--- src/rtl/alu_arbiter_if.sv ---
// Bundle of requester, response and shared-ALU signals around alu_arbiter.
// The slave modport is the arbiter's view; master is the environment's view.
interface alu_arbiter_if;
    logic       req0_valid;
    logic       req1_valid;
    logic [3:0] req0_a;
    logic [3:0] req0_b;
    logic [3:0] req1_a;
    logic [3:0] req1_b;
    logic [1:0] req0_ctrl;
    logic [1:0] req1_ctrl;
    logic       req0_ready;
    logic       req1_ready;
    logic       rsp0_valid;
    logic       rsp1_valid;
    logic       rsp0_ready;
    logic       rsp1_ready;
    logic [7:0] rsp_data;
    logic       rsp_err;
    logic [3:0] alu_a;
    logic [3:0] alu_b;
    logic [1:0] alu_ctrl;
    logic       alu_en;
    logic [7:0] alu_out;
    logic       alu_valid;
    logic       busy;

    modport slave (
        input  req0_valid, req1_valid, req0_a, req0_b, req1_a, req1_b,
        input  req0_ctrl, req1_ctrl, rsp0_ready, rsp1_ready, alu_out, alu_valid,
        output req0_ready, req1_ready, rsp0_valid, rsp1_valid, rsp_data, rsp_err,
        output alu_a, alu_b, alu_ctrl, alu_en, busy
    );

    modport master (
        output req0_valid, req1_valid, req0_a, req0_b, req1_a, req1_b,
        output req0_ctrl, req1_ctrl, rsp0_ready, rsp1_ready, alu_out, alu_valid,
        input  req0_ready, req1_ready, rsp0_valid, rsp1_valid, rsp_data, rsp_err,
        input  alu_a, alu_b, alu_ctrl, alu_en, busy
    );
endinterface

--- src/rtl/alu_arbiter.sv ---
// Round-robin arbiter sharing one ALU between two requesters, one operation
// in flight, with a WAIT timeout that returns 8'hFF flagged by rsp_err.
module alu_arbiter #(
    parameter int TIMEOUT = 15
) (
    input logic          clk,
    input logic          rst,
    alu_arbiter_if.slave bus
);
    localparam logic [1:0] IDLE      = 2'd0;
    localparam logic [1:0] ISSUE     = 2'd1;
    localparam logic [1:0] WAIT      = 2'd2;
    localparam logic [1:0] RESP      = 2'd3;
    localparam logic [7:0] TIMEOUT_C = 8'(TIMEOUT);

    logic [1:0] state_r;
    logic [1:0] state_s;
    logic       last_grant_r;
    logic       grant_r;
    logic       grant_s;
    logic       any_req_s;
    logic       accept_s;
    logic       capture_s;
    logic       abort_s;
    logic       rsp_ready_s;
    logic [7:0] cnt_r;
    logic [7:0] cnt_inc_s;
    logic [3:0] alu_a_r;
    logic [3:0] alu_b_r;
    logic [1:0] alu_ctrl_r;
    logic       alu_en_r;
    logic       busy_r;
    logic       rsp0_valid_r;
    logic       rsp1_valid_r;
    logic [7:0] rsp_data_r;
    logic       rsp_err_r;

    // Returns 1 when requester 1 wins; a tie goes to whoever did not win last.
    function automatic logic pick_grant(input logic v0, input logic v1, input logic last);
        logic g;
        if (v0 && v1) begin
            g = ~last;
        end else if (v1) begin
            g = 1'b1;
        end else begin
            g = 1'b0;
        end
        return g;
    endfunction

    // Arbitration and next-state decode
    always_comb begin
        any_req_s   = bus.req0_valid | bus.req1_valid;
        grant_s     = pick_grant(bus.req0_valid, bus.req1_valid, last_grant_r);
        accept_s    = 1'b0;
        capture_s   = 1'b0;
        abort_s     = 1'b0;
        cnt_inc_s   = cnt_r + 8'd1;
        rsp_ready_s = grant_r ? bus.rsp1_ready : bus.rsp0_ready;
        state_s     = state_r;
        case (state_r)
            IDLE: begin
                if (any_req_s) begin
                    accept_s = 1'b1;
                    state_s  = ISSUE;
                end else begin
                    state_s  = IDLE;
                end
            end
            ISSUE: begin
                state_s = WAIT;
            end
            WAIT: begin
                // A result arriving on the timeout cycle still counts as a normal capture
                if (bus.alu_valid) begin
                    capture_s = 1'b1;
                    state_s   = RESP;
                end else if (cnt_inc_s == TIMEOUT_C) begin
                    abort_s   = 1'b1;
                    state_s   = RESP;
                end else begin
                    state_s   = WAIT;
                end
            end
            RESP: begin
                if (rsp_ready_s) begin
                    state_s = IDLE;
                end else begin
                    state_s = RESP;
                end
            end
            default: begin
                state_s = IDLE;
            end
        endcase
    end

    // The accept pulse must land in the IDLE cycle itself, so it is decoded, but forced low in reset
    assign bus.req0_ready = rst & accept_s & ~grant_s;
    assign bus.req1_ready = rst & accept_s & grant_s;

    assign bus.alu_a      = alu_a_r;
    assign bus.alu_b      = alu_b_r;
    assign bus.alu_ctrl   = alu_ctrl_r;
    assign bus.alu_en     = alu_en_r;
    assign bus.busy       = busy_r;
    assign bus.rsp0_valid = rsp0_valid_r;
    assign bus.rsp1_valid = rsp1_valid_r;
    assign bus.rsp_data   = rsp_data_r;
    assign bus.rsp_err    = rsp_err_r;

    // State, grant bookkeeping, operand latch, timeout counter and registered outputs
    always_ff @(posedge clk or negedge rst) begin
        if (!rst) begin
            state_r      <= IDLE;
            last_grant_r <= 1'b1;
            grant_r      <= 1'b0;
            cnt_r        <= 8'd0;
            alu_a_r      <= 4'd0;
            alu_b_r      <= 4'd0;
            alu_ctrl_r   <= 2'd0;
            alu_en_r     <= 1'b0;
            busy_r       <= 1'b0;
            rsp0_valid_r <= 1'b0;
            rsp1_valid_r <= 1'b0;
            rsp_data_r   <= 8'h00;
            rsp_err_r    <= 1'b0;
        end else begin
            state_r <= state_s;
            if (accept_s) begin
                grant_r      <= grant_s;
                last_grant_r <= grant_s;
                alu_a_r      <= grant_s ? bus.req1_a    : bus.req0_a;
                alu_b_r      <= grant_s ? bus.req1_b    : bus.req0_b;
                alu_ctrl_r   <= grant_s ? bus.req1_ctrl : bus.req0_ctrl;
            end
            if (state_r == ISSUE) begin
                cnt_r <= 8'd0;
            end else if (state_r == WAIT) begin
                cnt_r <= cnt_inc_s;
            end
            if (capture_s) begin
                rsp_data_r <= bus.alu_out;
                rsp_err_r  <= 1'b0;
            end else if (abort_s) begin
                rsp_data_r <= 8'hFF;
                rsp_err_r  <= 1'b1;
            end
            alu_en_r     <= (state_s == ISSUE) || (state_s == WAIT);
            busy_r       <= (state_s != IDLE);
            rsp0_valid_r <= (state_s == RESP) && !grant_r;
            rsp1_valid_r <= (state_s == RESP) && grant_r;
        end
    end
endmodule

--- src/flat_wrapper.sv ---
// flat-port wrapper written by rule: the top's interface ports become plain ports
module alu_arbiter_flat 
#(
    parameter int TIMEOUT = 15
)
  (clk, rst, bus_req0_valid, bus_req1_valid, bus_req0_a, bus_req0_b, bus_req1_a, bus_req1_b, bus_req0_ctrl, bus_req1_ctrl, bus_rsp0_ready, bus_rsp1_ready, bus_alu_out, bus_alu_valid, bus_req0_ready, bus_req1_ready, bus_rsp0_valid, bus_rsp1_valid, bus_rsp_data, bus_rsp_err, bus_alu_a, bus_alu_b, bus_alu_ctrl, bus_alu_en, bus_busy);
  alu_arbiter_if bus_i ();
  input logic clk;
  input logic rst;
  input wire logic [$bits(bus_i.req0_valid)-1:0] bus_req0_valid;
  input wire logic [$bits(bus_i.req1_valid)-1:0] bus_req1_valid;
  input wire logic [$bits(bus_i.req0_a)-1:0] bus_req0_a;
  input wire logic [$bits(bus_i.req0_b)-1:0] bus_req0_b;
  input wire logic [$bits(bus_i.req1_a)-1:0] bus_req1_a;
  input wire logic [$bits(bus_i.req1_b)-1:0] bus_req1_b;
  input wire logic [$bits(bus_i.req0_ctrl)-1:0] bus_req0_ctrl;
  input wire logic [$bits(bus_i.req1_ctrl)-1:0] bus_req1_ctrl;
  input wire logic [$bits(bus_i.rsp0_ready)-1:0] bus_rsp0_ready;
  input wire logic [$bits(bus_i.rsp1_ready)-1:0] bus_rsp1_ready;
  input wire logic [$bits(bus_i.alu_out)-1:0] bus_alu_out;
  input wire logic [$bits(bus_i.alu_valid)-1:0] bus_alu_valid;
  output wire logic [$bits(bus_i.req0_ready)-1:0] bus_req0_ready;
  output wire logic [$bits(bus_i.req1_ready)-1:0] bus_req1_ready;
  output wire logic [$bits(bus_i.rsp0_valid)-1:0] bus_rsp0_valid;
  output wire logic [$bits(bus_i.rsp1_valid)-1:0] bus_rsp1_valid;
  output wire logic [$bits(bus_i.rsp_data)-1:0] bus_rsp_data;
  output wire logic [$bits(bus_i.rsp_err)-1:0] bus_rsp_err;
  output wire logic [$bits(bus_i.alu_a)-1:0] bus_alu_a;
  output wire logic [$bits(bus_i.alu_b)-1:0] bus_alu_b;
  output wire logic [$bits(bus_i.alu_ctrl)-1:0] bus_alu_ctrl;
  output wire logic [$bits(bus_i.alu_en)-1:0] bus_alu_en;
  output wire logic [$bits(bus_i.busy)-1:0] bus_busy;
  assign bus_i.req0_valid = bus_req0_valid;
  assign bus_i.req1_valid = bus_req1_valid;
  assign bus_i.req0_a = bus_req0_a;
  assign bus_i.req0_b = bus_req0_b;
  assign bus_i.req1_a = bus_req1_a;
  assign bus_i.req1_b = bus_req1_b;
  assign bus_i.req0_ctrl = bus_req0_ctrl;
  assign bus_i.req1_ctrl = bus_req1_ctrl;
  assign bus_i.rsp0_ready = bus_rsp0_ready;
  assign bus_i.rsp1_ready = bus_rsp1_ready;
  assign bus_i.alu_out = bus_alu_out;
  assign bus_i.alu_valid = bus_alu_valid;
  assign bus_req0_ready = bus_i.req0_ready;
  assign bus_req1_ready = bus_i.req1_ready;
  assign bus_rsp0_valid = bus_i.rsp0_valid;
  assign bus_rsp1_valid = bus_i.rsp1_valid;
  assign bus_rsp_data = bus_i.rsp_data;
  assign bus_rsp_err = bus_i.rsp_err;
  assign bus_alu_a = bus_i.alu_a;
  assign bus_alu_b = bus_i.alu_b;
  assign bus_alu_ctrl = bus_i.alu_ctrl;
  assign bus_alu_en = bus_i.alu_en;
  assign bus_busy = bus_i.busy;
  alu_arbiter #(.TIMEOUT(TIMEOUT)) u_core (.clk(clk), .rst(rst), .bus(bus_i));
endmodule
--- config.mk ---
export PLATFORM = sky130hd
export DESIGN_NAME = alu_arbiter_flat
export DESIGN_NICKNAME = d
export VERILOG_FILES = /design/src/rtl/alu_arbiter_if.sv /design/src/rtl/alu_arbiter.sv /design/src/flat_wrapper.sv
export SDC_FILE = /design/constraint.sdc
export NUM_CORES = 1
export LEC_CHECK = 0
export CELL_PAD_IN_SITES_DETAIL_PLACEMENT = 1
export CELL_PAD_IN_SITES_GLOBAL_PLACEMENT = 1
export CORE_UTILIZATION = 35
export DETAILED_ROUTE_END_ITERATION = 12
export PLACE_DENSITY = 0.93
export SLEW_MARGIN = 5
export SYNTH_ARGS = -nofsm -noshare
export SYNTH_HDL_FRONTEND = slang
export SYNTH_SLANG_ARGS = --single-unit
export TNS_END_PERCENT = 100
--- constraint.sdc ---
create_clock -name clk -period 5.7 [get_ports clk]
set_clock_uncertainty 0.2 [all_clocks]
set_input_delay 1.14 -clock clk [delete_from_list [all_inputs] [get_ports clk]]
set_output_delay 1.14 -clock clk [all_outputs]
set_load 0.05 [all_outputs]
==> impl_metrics.yaml <==
outcome:
  outcome: "finished, final reports clean"
yosys:
  synthesis.area_um2: 1720
  synth.area.top_cells: "dfrtp_1, mux2i_1, o21ai_0"
  synth_compound_area_share_pct: 16.2
  syn_avg_cell_area_um2: 9.91
  synth_top_family_by_area: "compound AO/OA/AOI/OAI gates"
  synthFlopType: "dfrtp_1"
  ys_ff_latch: 35
  synthAdderAreaFrac_pct: 6.53
  synth_cell_types: 33
  synthXorXnorAreaFrac_pct: 0.508
  synth-simple-area-share_pct: 14.6
  synth_mux_area_share_pct: 6.97
  postSynth.asyncResetShare_pct: 100
  syn_inst: 174
  yosysWarnings: 0
  syn_nets: 218
  yosysTopAreaCellShare_pct: 49.3
  synth_edf_count: 0
  yosysSeqAreaShare_pct: 50.9
  synth_top_cell_by_area: "dfrtp_1"
sta:
  slew_violations: 0
  tns_ns: 0
  tightest_slew_ns: 0.540
  finalHoldViolCount: 0
  period_share_pct: 81.8
  slew_headroom_pct: 63.9
  period_needed_ns: 4.66
  rsz0062_at_grt: "false"
  final-setup-viol-count: 0
  fmax_mhz: 215
floorplanning:
  initial_core_util_pct: 36.5
  core_um2: 4720
  dieArea_um2: 5210
  die_w_um: 72.2
  die_h_um: 72.2
  row_count: 25
  io_pins: 60
worst_setup_path:
  reg2regPathDepth: 7
  reg2reg_from: "u_core.state_r[0]"
  rrSetupSlack_ns: 3.27
  path_delay_family: "buffers and inverters"
  critPathKind: "primary input to output pin"
  start_kind: "primary input"
  cp-end-kind: "output pin"
  critical_path.cell_chain: "clkdlybuf4s50_1, a21boi_2, buf_4, and3_1, clkdlybuf4s50_1"
  cp_max_fo: 8
  cpMostUsedCell: "clkdlybuf4s50_1"
  path_buf_inv: 3
  critPathMaxStageDelay_ns: 0.81
  slowest_stage: "clkdlybuf4s50_1"
  crit_required_ns: 4.36
  reg2reg_to: "u_core.bus.alu_en"
  arrival_ns: 3.32
min_path:
  min_to: "u_core.bus.alu_b[2]"
  hold_class: "flip-flop to flip-flop"
  min_path_cells: 2
  hp-start: "u_core.bus.alu_b[2]"
finish:
  final_layout_size_suffix_gt1_share_pct: 7.66
  layout.nets: 278
  n_fill_cell: 531
  multi_input_area_um2: 772
  syn2layout_area_growth_pct: 44.1
  antenna_cells: 0
  instances_no_fill: 302
  final_cell_mix: "clkdlybuf4s50_1, dfrtp_1, o21ai_0, nor2_1, nand2_1"
  ff_latch_area_um2: 877
  mostFrequentLayoutCell: "clkdlybuf4s50_1"
clocking:
  cts_setup_buffers: 0
  h-tree-depth: 2
  cts_hold_buf: 0
  cts_tree: "built"
  root_buffer: "clkbuf_8"
  cts.clk_slew.worst_paths_ns: 0.07
  ctsResizeCount: 0
  insertion_delay_ns: 0.29
  cts.sinks: 35
  cts-buffers-inserted: 5
  cts_buffer_depth: 2
global_routing:
  antenna_found_initial: 0
  grt.overflow.total: 0
  grt_max_degree: 22
  grt_pass1_wl_mm: 8.01
  globalRouteTotalUtil_pct: 20.6
  first_global_vias: 1622
drt:
  vias: 1503
  drc: 0
  vias_per_cell: 4.98
  drt_iter0_markers: 68
  firstDrtPassIters: 4
  drtAntennaViolNets: 0
  routed_wirelength_mm: 4.70
  wl_per_cell_um: 15.5
pwr:
  ir_drop_mv: 0.260
  power_frac_clock_pct: 16.1
  pwr-share-comb_pct: 54.8
  leakage_nw: 1.10
  power_density_nw_per_um2: 584
  p_switching_uw: 682
  switching_share_pct: 47.0
  cellInternalPower_uw: 770
  power_frac_seq_pct: 29.2
place:
  dp.cells: 294
  port_buffers: 59
  gp_congestion: 0.778
  dp_hpwl_mm: 3.59
flow_run:
  maxCapViolCount: 0
sequential cells by signal (all words and copies together), names as in the netlist:
register / count
u_core.bus.rsp_err: 1
u_core.bus.alu_b: 4
u_core.bus.rsp1_valid: 1
u_core.bus.alu_en: 1
u_core.bus.alu_ctrl: 2
u_core.grant_r: 1
u_core.state_r: 2
u_core.bus.busy: 1
u_core.last_grant_r: 1
u_core.bus.rsp0_valid: 1
u_core.bus.alu_a: 4
u_core.cnt_r: 8
u_core.bus.rsp_data: 8
final cells by class:
class | count | share of cell area, %
clock inverters | 2 | 1.41
inverters | 7 | 1.06
well taps | 67 | 3.37
repair buffers | 62 | 24.5
multi-input cells | 123 | 31.1
flip-flops and latches | 35 | 35.3
clock buffers | 6 | 3.32
worst max path at each step:
stage                   startpoint        endpoint  slack [ns]  cells past startpoint
floorplan           bus_req1_valid  bus_req0_ready        1.69                      3
global placement    bus_req1_valid  bus_req1_ready        1.12                      5
detailed placement  bus_req1_valid  bus_req1_ready        1.04                      5
CTS                 bus_req1_valid  bus_req1_ready        1.02                      5
global route        bus_req1_valid  bus_req1_ready        0.95                      5
finish              bus_req1_valid  bus_req1_ready        1.04                      5
synthesized netlist by cell type (all sizes together), types with 2 or more instances:
cell type	count
dfrtp	34
o21ai	23
nand2	20
nor2	20
a21oi	12
mux2i	12
ha	9
inv	7
clkbuf	5
a31oi	4
buf	4
and3	3
and2	2
nand3	2
nand4	2
nor2b	2
stage by stage:
step | cell area [µm²] | power (mW) | hold slack [ns] | utilization (%) | setup slack [ns]
after global routing | 2480 | 1.55 | 0.332 | 52.6 | 0.946
final | 2480 | 1.45 | 0.290 | 52.6 | 1.04
after detailed placement | 2370 | 1.22 | 0.282 | 50.1 | 1.04
after floorplan | 1720 | 0.942 | 0.242 | - | 1.69
after CTS | 2480 | 1.46 | 0.301 | 52.6 | 1.02
after global placement | 2370 | 1.18 | 0.264 | 50.1 | 1.12
kinds of logic (layout without fill, tap and decap cells):
family,Yosys count,after routing
AND/OR/NAND/NOR,55,55
multiplexers,12,12
flip-flops,35,35
AO/OA/AOI/OAI,46,46
XOR/XNOR,1,1
adder cells (fa/ha/maj),9,9
buffers and inverters,16,77
worst min-delay path: cells and delay by family, from the launching register on:
kind / cells / cell delay (ns)
flip-flops: 1 / 0.34
AO/OA/AOI/OAI: 1 / 0.06
AND/OR/NAND/NOR: 1 / 0.04
power groups by stage:
stage / combinational [mW] / clock, mW / sequential [mW]
6_report: 0.795 / 0.234 / 0.423
5_1_grt: 0.858 / 0.252 / 0.435
4_1_cts: 0.800 / 0.240 / 0.424
3_5_place_dp: 0.796 / 0 / 0.428
3_3_place_gp: 0.761 / 0 / 0.417
2_1_floorplan: 0.282 / 0 / 0.660
layer usage:
metal	GRT usage, %	up-vias	part of all wire (%)
li1	-	715	-
met1	22.8	746	40
met2	38.0	32	55
met3	3.89	10	2.9
met4	9.59	0	2.7
met5	0	-	0
Power figures use the tool's default switching activity.
